[src/rtl/sqrt_req_arbiter_pkg.sv]
// Shared constants and helpers for the sqrt request arbiter.
package sqrt_req_arbiter_pkg;

    localparam int SQRT_LATENCY = 17;
    localparam int MAX_REQ      = 32;

    function automatic int tag_width(input int n);
        return (n > 1) ? $clog2(n) : 1;
    endfunction

    // Round-robin pick: first set bit after `last`, wrapping at n; -1 if none.
    function automatic int rr_pick(
        input logic [MAX_REQ-1:0] req,
        input int                 last,
        input int                 n
    );
        int                 res;
        int                 idx;
        logic [MAX_REQ-1:0] sh;
        res = -1;
        for (int i = 1; i <= MAX_REQ; i++) begin
            idx = (last + i) % n;
            sh  = req >> idx;
            if (i <= n && res < 0 && sh[0]) begin
                res = idx;
            end
        end
        return res;
    endfunction

endpackage

[src/rtl/sync_fifo.sv]
// Single-clock FIFO of arbitrary depth; pointers wrap modulo DEPTH.
module sync_fifo #(
    parameter int WIDTH = 8,
    parameter int DEPTH = 2
) (
    input  logic             clk,
    input  logic             rst_n,
    input  logic             push,
    input  logic [WIDTH-1:0] wdata,
    input  logic             pop,
    output logic [WIDTH-1:0] rdata,
    output logic             empty
);

    localparam int AW = (DEPTH > 1) ? $clog2(DEPTH) : 1;
    localparam int CW = $clog2(DEPTH + 1);

    logic [WIDTH-1:0] mem [DEPTH];
    logic [AW-1:0]    wptr;
    logic [AW-1:0]    rptr;
    logic [CW-1:0]    cnt;
    logic             do_push;
    logic             do_pop;

    function automatic logic [AW-1:0] bump(input logic [AW-1:0] p);
        return (p == AW'(DEPTH - 1)) ? '0 : p + 1'b1;
    endfunction

    assign empty   = (cnt == '0);
    assign do_pop  = pop && !empty;
    // A full FIFO may still take a push when it is popped the same cycle.
    assign do_push = push && ((cnt != CW'(DEPTH)) || do_pop);
    assign rdata   = mem[rptr];

    always_ff @(posedge clk) begin
        if (do_push) begin
            mem[wptr] <= wdata;
        end
    end

    always_ff @(posedge clk or negedge rst_n) begin
        if (!rst_n) begin
            wptr <= '0;
            rptr <= '0;
            cnt  <= '0;
        end else begin
            if (do_push) begin
                wptr <= bump(wptr);
            end
            if (do_pop) begin
                rptr <= bump(rptr);
            end
            if (do_push && !do_pop) begin
                cnt <= cnt + 1'b1;
            end else if (do_pop && !do_push) begin
                cnt <= cnt - 1'b1;
            end
        end
    end

endmodule

[src/rtl/sqrt_req_arbiter.sv]
// Round-robin sharing of one sqrt pipeline among NUM_REQ requesters,
// with credit-limited per-requester response buffers.
module sqrt_req_arbiter
    import sqrt_req_arbiter_pkg::*;
#(
    parameter int NUM_REQ   = 4,
    parameter int WIDTH     = 16,
    parameter int LATENCY   = SQRT_LATENCY,
    parameter int RSP_DEPTH = 2
) (
    input  logic                     clk,
    input  logic                     rst_n,
    input  logic [NUM_REQ-1:0]       req_valid,
    output logic [NUM_REQ-1:0]       req_ready,
    input  logic [NUM_REQ*WIDTH-1:0] req_data,
    output logic [WIDTH-1:0]         sqrt_N,
    output logic                     sqrt_in_valid,
    input  logic [WIDTH-1:0]         sqrt_result,
    input  logic                     sqrt_out_valid,
    output logic [NUM_REQ-1:0]       rsp_valid,
    input  logic [NUM_REQ-1:0]       rsp_ready,
    output logic [NUM_REQ*WIDTH-1:0] rsp_data,
    output logic                     err_orphan
);

    localparam int TAG_W = tag_width(NUM_REQ);
    localparam int CW    = $clog2(RSP_DEPTH + 1);
    localparam int DW    = $clog2(LATENCY + 1);
    localparam logic [CW-1:0] CRED_MAX = CW'(RSP_DEPTH);

    logic [NUM_REQ-1:0] eligible;
    logic [NUM_REQ-1:0] grant;
    logic [MAX_REQ-1:0] cand;
    int                 pick;
    logic               accept;
    logic [TAG_W-1:0]   win;
    logic [TAG_W-1:0]   last_q;
    logic [DW-1:0]      drain_q;
    logic               drained;
    logic               tag_empty;
    logic               tag_pop;
    logic [TAG_W-1:0]   tag_head;

    assign drained = (drain_q == '0);

    always_comb begin
        cand                = '0;
        cand[NUM_REQ-1:0]   = drained ? eligible : '0;
        pick                = rr_pick(cand, int'(last_q), NUM_REQ);
        accept              = (pick >= 0);
        grant               = '0;
        sqrt_N              = '0;
        if (accept) begin
            grant  = NUM_REQ'(1) << pick;
            sqrt_N = WIDTH'(req_data >> (pick * WIDTH));
        end
    end

    assign win           = TAG_W'(pick);
    assign req_ready     = grant;
    assign sqrt_in_valid = accept;

    // Results landing before the pipeline has flushed belong to nobody.
    assign tag_pop = sqrt_out_valid && !tag_empty && drained;

    always_ff @(posedge clk or negedge rst_n) begin
        if (!rst_n) begin
            last_q     <= TAG_W'(NUM_REQ - 1);
            drain_q    <= DW'(LATENCY);
            err_orphan <= 1'b0;
        end else begin
            if (accept) begin
                last_q <= win;
            end
            if (!drained) begin
                drain_q <= drain_q - 1'b1;
            end
            if (sqrt_out_valid && tag_empty && drained) begin
                err_orphan <= 1'b1;
            end
        end
    end

    sync_fifo #(
        .WIDTH (TAG_W),
        .DEPTH (LATENCY + 1)
    ) u_tag_fifo (
        .clk   (clk),
        .rst_n (rst_n),
        .push  (accept),
        .wdata (win),
        .pop   (tag_pop),
        .rdata (tag_head),
        .empty (tag_empty)
    );

    for (genvar k = 0; k < NUM_REQ; k++) begin : g_req
        logic [CW-1:0]    credit;
        logic             rsp_push;
        logic             rsp_pop;
        logic             rsp_empty;
        logic [WIDTH-1:0] rsp_head;

        assign rsp_push    = tag_pop && (tag_head == TAG_W'(k));
        assign rsp_pop     = !rsp_empty && rsp_ready[k];
        assign eligible[k] = req_valid[k] && (credit < CRED_MAX);

        always_ff @(posedge clk or negedge rst_n) begin
            if (!rst_n) begin
                credit <= '0;
            end else if (grant[k] && !rsp_pop) begin
                credit <= credit + 1'b1;
            end else if (rsp_pop && !grant[k]) begin
                credit <= credit - 1'b1;
            end
        end

        sync_fifo #(
            .WIDTH (WIDTH),
            .DEPTH (RSP_DEPTH)
        ) u_rsp_fifo (
            .clk   (clk),
            .rst_n (rst_n),
            .push  (rsp_push),
            .wdata (sqrt_result),
            .pop   (rsp_pop),
            .rdata (rsp_head),
            .empty (rsp_empty)
        );

        assign rsp_valid[k]                 = !rsp_empty;
        assign rsp_data[k*WIDTH +: WIDTH]   = rsp_empty ? '0 : rsp_head;
    end

endmodule

[config.mk]
export PLATFORM = sky130hd
export DESIGN_NAME = sqrt_req_arbiter
export DESIGN_NICKNAME = d
export VERILOG_FILES = /design/src/rtl/sqrt_req_arbiter_pkg.sv /design/src/rtl/sync_fifo.sv /design/src/rtl/sqrt_req_arbiter.sv
export SDC_FILE = /design/constraint.sdc
export NUM_CORES = 1
export LEC_CHECK = 0
export ABC_AREA = 1
export BUFFER_PORTS_ARGS = -buffer_cell sky130_fd_sc_hd__buf_4
export CAP_MARGIN = 10
export CORE_MARGIN = 8
export CORE_UTILIZATION = 47
export DETAILED_ROUTE_END_ITERATION = 16
export MAX_ROUTING_LAYER = met4
export PLACE_DENSITY_LB_ADDON = 0.2
export SLEW_MARGIN = 20
export SYNTH_ARGS = -nofsm -noshare
export SYNTH_HDL_FRONTEND = slang
export SYNTH_SLANG_ARGS = --single-unit
export TNS_END_PERCENT = 5
[constraint.sdc]
create_clock -name clk -period 3.5 [get_ports clk]
set_input_delay 0.175 -clock clk [delete_from_list [all_inputs] [get_ports clk]]
set_output_delay 0.175 -clock clk [all_outputs]
set_load 0.02 [all_outputs]
==> impl_metrics.ini, run 1 <==
[outcome]
outcome = finished clean

[final_layout]
final_area_um2 = 12700
finish.net_count = 1378
drive_above_1_share_pct = 21.1
instances_no_fill = 1556
nFillCells = 1790
areaGrowthSynthToFinish_pct = 25.8
antenna_cells = 0

[die]
core_area_um2 = 21100
die_w_um = 163
dieArea_um2 = 26500
start_util_pct = 48.0
rows = 53
die_h_um = 163
num_io_pins = 181

[logic_synthesis]
yosys_warnings = 0
synth_most_common_cell = nand2_1
yosys.area.top_type = edfxtp_1
synth_top_family_by_area = simple AND/OR/NAND/NOR gates
synthSimpleGateAreaFrac_pct = 21.2
synth_compound_area_share_pct = 6.94
syn-num-nets = 1173
synth_area_um2 = 10100
synth-edff-count = 164
synth.area.top_cells = edfxtp_1, nand2_1, dfrtp_1, inv_1, a21oi_1
synth_ff_type = edfxtp_1
synth_fa_ha_area_share_pct = 2.67
yosys.area_share.xor_xnor_pct = 2.41
yosysSeqAreaShare_pct = 60.3
async_flop_share_pct = 22.3
syn-instance-count = 1061
ys_ff_latch = 211
avgSynthCellArea_um2 = 9.54
synthDistinctLibCells = 43
synthMuxAreaShare_pct = 0
synth_commonest_cells = nand2_1, edfxtp_1, inv_1
yosysTopAreaCellShare_pct = 48.6

[timing]
fin_tns_setup_ps = 0
fin_crit_ps = 3230
drv_slew = 0
setup_viol = 0
relSlewSlack_pct = 57.9
fmax_mhz = 309
tightestPinTransition_ps = 632
fin_crit_sh_pct = 92.4
rsz0062_at_grt = false
finClkSkew_ps = 22.2
finalHoldViolations = 0

[global_routing]
grt_pass1_vias = 7758
grt_overflow = 0
grt_antenna_before_repair = 0
grt_pass1_wl_um = 38700
grt_usage_pct = 18.5
grt_max_degree = 66

[placement]
port-buffer-count = 180
place_inst = 1496
postPlaceCellArea_um2 = 11800
globalplace.congestion = 0.855
dp_hpwl_um = 17500

[cts]
insertion_delay_ps = 500
htree_num_levels = 1
cts_buffer_depth = 3
path_clk_slew_ps = 60
cts_made_buffers = 22
cts.sinks = 211
cts_tree = yes
cts_root_buf = clkbuf_16

[route]
vias = 7858
finalWirelength_um = 24300
detail_route.wl_per_cell_um = 15.6
antenna_left = 0
drt_pass1_iterations = 5
drc = 0
vias_per_cell = 5.05
drt_iter0_drc = 464

[worst_setup_path]
cp-start-kind = flop
cp_slowest_stage_delay_ps = 530
crit_fanout = 32
worstPathRequired_ps = 3320
cp-end-kind = output pin
path_class = flop to output pin
crit_slowest_cell = dfstp_2
worstPathArrival_ps = 3060
crit_chain = inv_1 > ha_1 > nand2_2 > nor2_4 > buf_4 > nand3_1 > nand3_1 > nand2_2 > nand2_2 > nand3_2 > buf_4 > nand4_1 > nand2_1 > nand2_1 > nand2_1 > inv_1 > buf_4

[job]
max-cap-violations = 0

[min_path]
hold_class = input pin to flop
[worst paths after layout]
check	endpoint	cells after the start	slack, ps	startpoint
max in group asynchronous	g_req[1].u_rsp_fifo.rptr	2	2820	rst_n
min in group asynchronous	g_req[2].u_rsp_fifo.rptr	2	260	rst_n
min	g_req[3].u_rsp_fifo.rptr	3	50	rsp_ready[3]
max reg2reg	u_tag_fifo.cnt[4]	20	290	drain_q[0]
min reg2reg	g_req[2].credit[0]	1	470	g_req[2].credit[0]
max	sqrt_N[12]	17	270	drain_q[0]
[critical path: cells and delay by family (launching register included)]
family / cells / cell delay, ps
and+or+nand+nor: 11 / 1030
buffers and inverters: 5 / 760
DFF: 1 / 530
adders and majority gates: 1 / 230
[layout make-up]
type | instances | area [µm²] | area share [%]
Multi-Input combinational cell | 690 | 3370 | 26.5
Clock buffer | 25 | 583 | 4.58
Inverter | 118 | 450 | 3.54
Tap cell | 275 | 344 | 2.70
Sequential cell | 211 | 6110 | 48.0
Clock inverter | 14 | 153 | 1.20
Timing Repair Buffer | 223 | 1730 | 13.6
[kinds of logic after synthesis]
kind of cell	Yosys count
simple gates	508
flops	211
buf+inv	160
compound gates	134
xor+xnor	27
fa+ha+maj	21
[repair_timing]
action	4_1_cts	5_1_grt
hold endpoints to repair	172	0
setup buffers	0	3
endpoints found under the setup margin	0	19
resized for setup	0	7
hold buffers	18	0
[cell usage in the layout, fill, tap and decap left out, types with 33 or more instances in the layout]
master,Yosys,final
nand4_1,37,37
nor2_1,77,76
nand2_1,339,338
buf_4,5,203
dfrtp_1,43,43
a21oi_1,79,79
nand3_1,33,33
edfxtp_1,164,164
inv_1,106,106
o21ai_0,33,33
[registers in the layout (all words and copies together) (netlist names), 5 cells and up]
register / cells
drain_q: 5
g_req.credit: 8
g_req.u_rsp_fifo.cnt: 8
g_req.u_rsp_fifo.mem: 128
u_tag_fifo.cnt: 5
u_tag_fifo.mem: 36
u_tag_fifo.rptr: 5
u_tag_fifo.wptr: 5
[layer usage]
layer  up-vias  track usage (%)  part of all wire [%]
met5         -                -                     0
met4         0             5.30                   2.3
met3        39             3.51                   6.6
met2       267             30.3                    47
met1      3634             23.1                    44
li1       3918                -                     -
[through the flow]
| stage | setup slack, ps | hold slack [ps] | util [%] |
|---|---|---|---|
| floorplan | 403 | -121 | - |
| global placement | 258 | 241 | 55.8 |
| detailed placement | 175 | 243 | 55.8 |
| CTS | 1.29 | 34.2 | 60.2 |
| global route | 22.0 | 70.1 | 60.4 |
| finish | 268 | 47.8 | 60.4 |
Power of run 1 is left out: the tool's default activity adds up to more than one toggle a clock period on the data nets, which glitch-free logic cannot reach.
==> run 2, diff against run 1 <==
Settings changed: GPL_TIMING_DRIVEN from default to 0, SYNTH_HIERARCHICAL from default to 1.
==> run 2 against run 1 <==
- cell area grew 8.7%
- sequential share of layout area shrank 3.8 points
- first-iteration DRC count shrank 7.3%
- critical path depth grew 4
- cell count grew 19%
- routed wire length grew 3.4%
- flip-flop and latch count is the same
- global-route usage shrank 0.67 points
- non-clock buffer count grew 21
- die area grew 9.4%
- synthesized cell count grew 22%
==> impl_metrics.ini, run 2 <==
[final_layout]
register_area_um2 = 6110
final_area_um2 = 13800
finish.net_count = 1624
layout_commonest_cell = nand2_1
drive_above_1_share_pct = 21.9
regMostFlops = g_req.u_rsp_fifo/mem
areaGrowthSynthToFinish_pct = 23.8
utilization_pct = 59.1
multiInputGateArea_um2 = 3820
largest_reg_flops = 128
nFillCells = 2060
layout_common_cells = nand2_1, inv_1, buf_4
reg_top3 = g_req.u_rsp_fifo/mem (128), u_tag_fifo/mem (36)
antenna_cells = 0

[job]
max-cap-violations = 0

[timing]
rsz0062_at_grt = true
finalHoldViolations = 0
drv_slew = 0
fmax_mhz = 308
fin_tns_setup_ps = 0
fin_crit_sh_pct = 92.9
setup_viol = 0
tightestPinTransition_ps = 847
fin_crit_ps = 3250
relSlewSlack_pct = 43.5
finClkSkew_ps = 15.8
finalHoldWorstSlack_ps = 142

[placement]
dp_hpwl_um = 18700
port-buffer-count = 180
globalplace.congestion = 0.860
postPlaceCellArea_um2 = 12900

[logic_synthesis]
synth_commonest_cells = nand2_1, inv_1, edfxtp_1
yosysSeqAreaShare_pct = 54.6
async_flop_share_pct = 22.3
ys_ff_latch = 211
avgSynthCellArea_um2 = 8.67
synth-edff-count = 164
yosysTopAreaCellShare_pct = 44.1
synth_most_common_cell = nand2_1
syn-instance-count = 1290
yosys.area.top_type = edfxtp_1
yosys_warnings = 6
syn-num-nets = 1402
synthDistinctLibCells = 45
synth_ff_type = edfxtp_1
synth.area.top_cells = edfxtp_1, nand2_1, dfrtp_1, inv_1, nor2_1
synth_area_um2 = 11200

[global_routing]
grt_pass1_vias = 8552
grt_pass1_wl_um = 40900
grt_usage_pct = 17.8
grt_overflow = 0
grt_max_degree = 48
grt_antenna_before_repair = 0

[worst_setup_path]
cp-start-kind = flop
crit_chain = inv_1 > ha_1 > nand2_1 > nor2_4 > buf_6 > nand3_1 > nand3_2 > nand2_2 > nand4_4 > buf_12 > o21ai_4 > inv_6 > ha_1 > inv_2 > ha_1 > a21oi_1 > nor2_1 > nor2_1 > xor2_1 > nand2_1 > nand2_1
crit_start = drain_q[0]
reg2reg_to = u_tag_fifo/cnt[4]
worstPathRequired_ps = 3930
reg2reg_slack_ps = 250
worstReg2RegStart = drain_q[0]
crit_fanout = 20
path_class = flop to flop
crit_slowest_cell = dfstp_2
cp_slowest_stage_delay_ps = 510
rr_worst_depth = 21
cp-end-kind = flop
worstPathArrival_ps = 3680

[min_path]
holdPathEnd = g_req[3].credit[0]
hold_depth = 4
hold_class = input pin to flop
min-delay-start = rsp_ready[3]

[die]
dieArea_um2 = 29000
num_io_pins = 181
rows = 56
start_util_pct = 47.8
die_h_um = 170
die_w_um = 170
core_area_um2 = 23400

[cts]
cts.sinks = 211
insertion_delay_ps = 500
cts_made_buffers = 22
cts_buffer_depth = 3
htree_num_levels = 1
cts_tree = yes
path_clk_slew_ps = 60
cts_root_buf = clkbuf_16

[route]
drt_iter0_drc = 430
antenna_left = 0
vias_per_cell = 4.64
drt_pass1_iterations = 5
detail_route.wl_per_cell_um = 13.6
drc = 0
vias = 8578
finalWirelength_um = 25100

[outcome]
outcome = finished clean
run 2: logic make-up (layout without fill, tap and decap cells):
family	Yosys count	count (layout)	synth area share (%)
flops	211	211	54.6
xor+xnor	22	22	1.79
buf+inv	280	518	11.4
compound gates	39	39	2.05
simple gates	717	717	27.8
fa+ha+maj	21	21	2.42
run 2: worst max-delay path by stage:
stage / endpoint / slack, ps / cells past startpoint
final: u_tag_fifo/cnt[4] / 250 / 21
after global routing: u_tag_fifo/cnt[4] / 0.8 / 21
after CTS: u_tag_fifo/cnt[4] / 6 / 22
after detailed placement: u_tag_fifo/cnt[4] / -70 / 22
after global placement: g_req[0].u_rsp_fifo/mem[1][10] / -170 / 11
after floorplan: u_tag_fifo/cnt[4] / 250 / 22
run 2: metal layers:
| metal | up-vias | GRT usage (%) | part of all wire [%] |
|---|---|---|---|
| met5 | - | - | 0 |
| met4 | 0 | 4.58 | 1.9 |
| met3 | 38 | 2.09 | 4.1 |
| met2 | 182 | 30.3 | 50 |
| met1 | 3909 | 22.4 | 45 |
| li1 | 4449 | - | - |
run 2: critical path: cells and delay by family (launching register included):
kind,cells,cell delay [ps]
AND/OR/NAND/NOR,10,910
adder cells (fa/ha/maj),3,720
flip-flops,1,510
AO/OA/AOI/OAI,2,310
XOR/XNOR,1,160
buffers and inverters,5,560
run 2: area by class of cell:
| cell class | count | share of cell area [%] |
|---|---|---|
| tap | 319 | 2.88 |
| buffer | 45 | 2.62 |
| multi-input combinational | 799 | 27.6 |
| timing repair buffer | 199 | 11.1 |
| clock buffer | 25 | 4.20 |
| clock inverter | 15 | 0.796 |
| sequential | 211 | 44.1 |
| inverter | 234 | 6.64 |
run 2: what timing repair did:
item / in CTS / in global routing
setup endpoints to repair: 2 / 56
hold buffers: 18 / 0
endpoints found under the hold margin: 172 / 0
setup buffers: 1 / 0
gates resized for setup: 0 / 8
run 2: metrics by stage:
stage                     instances  setup WS [ps]
final                          1847            248
after global routing           1847          0.832
after CTS                      1848           5.68
after detailed placement       1789          -68.6
after global placement         1789           -167
after floorplan                1290            254
Power of run 2 is left out for the same reason.
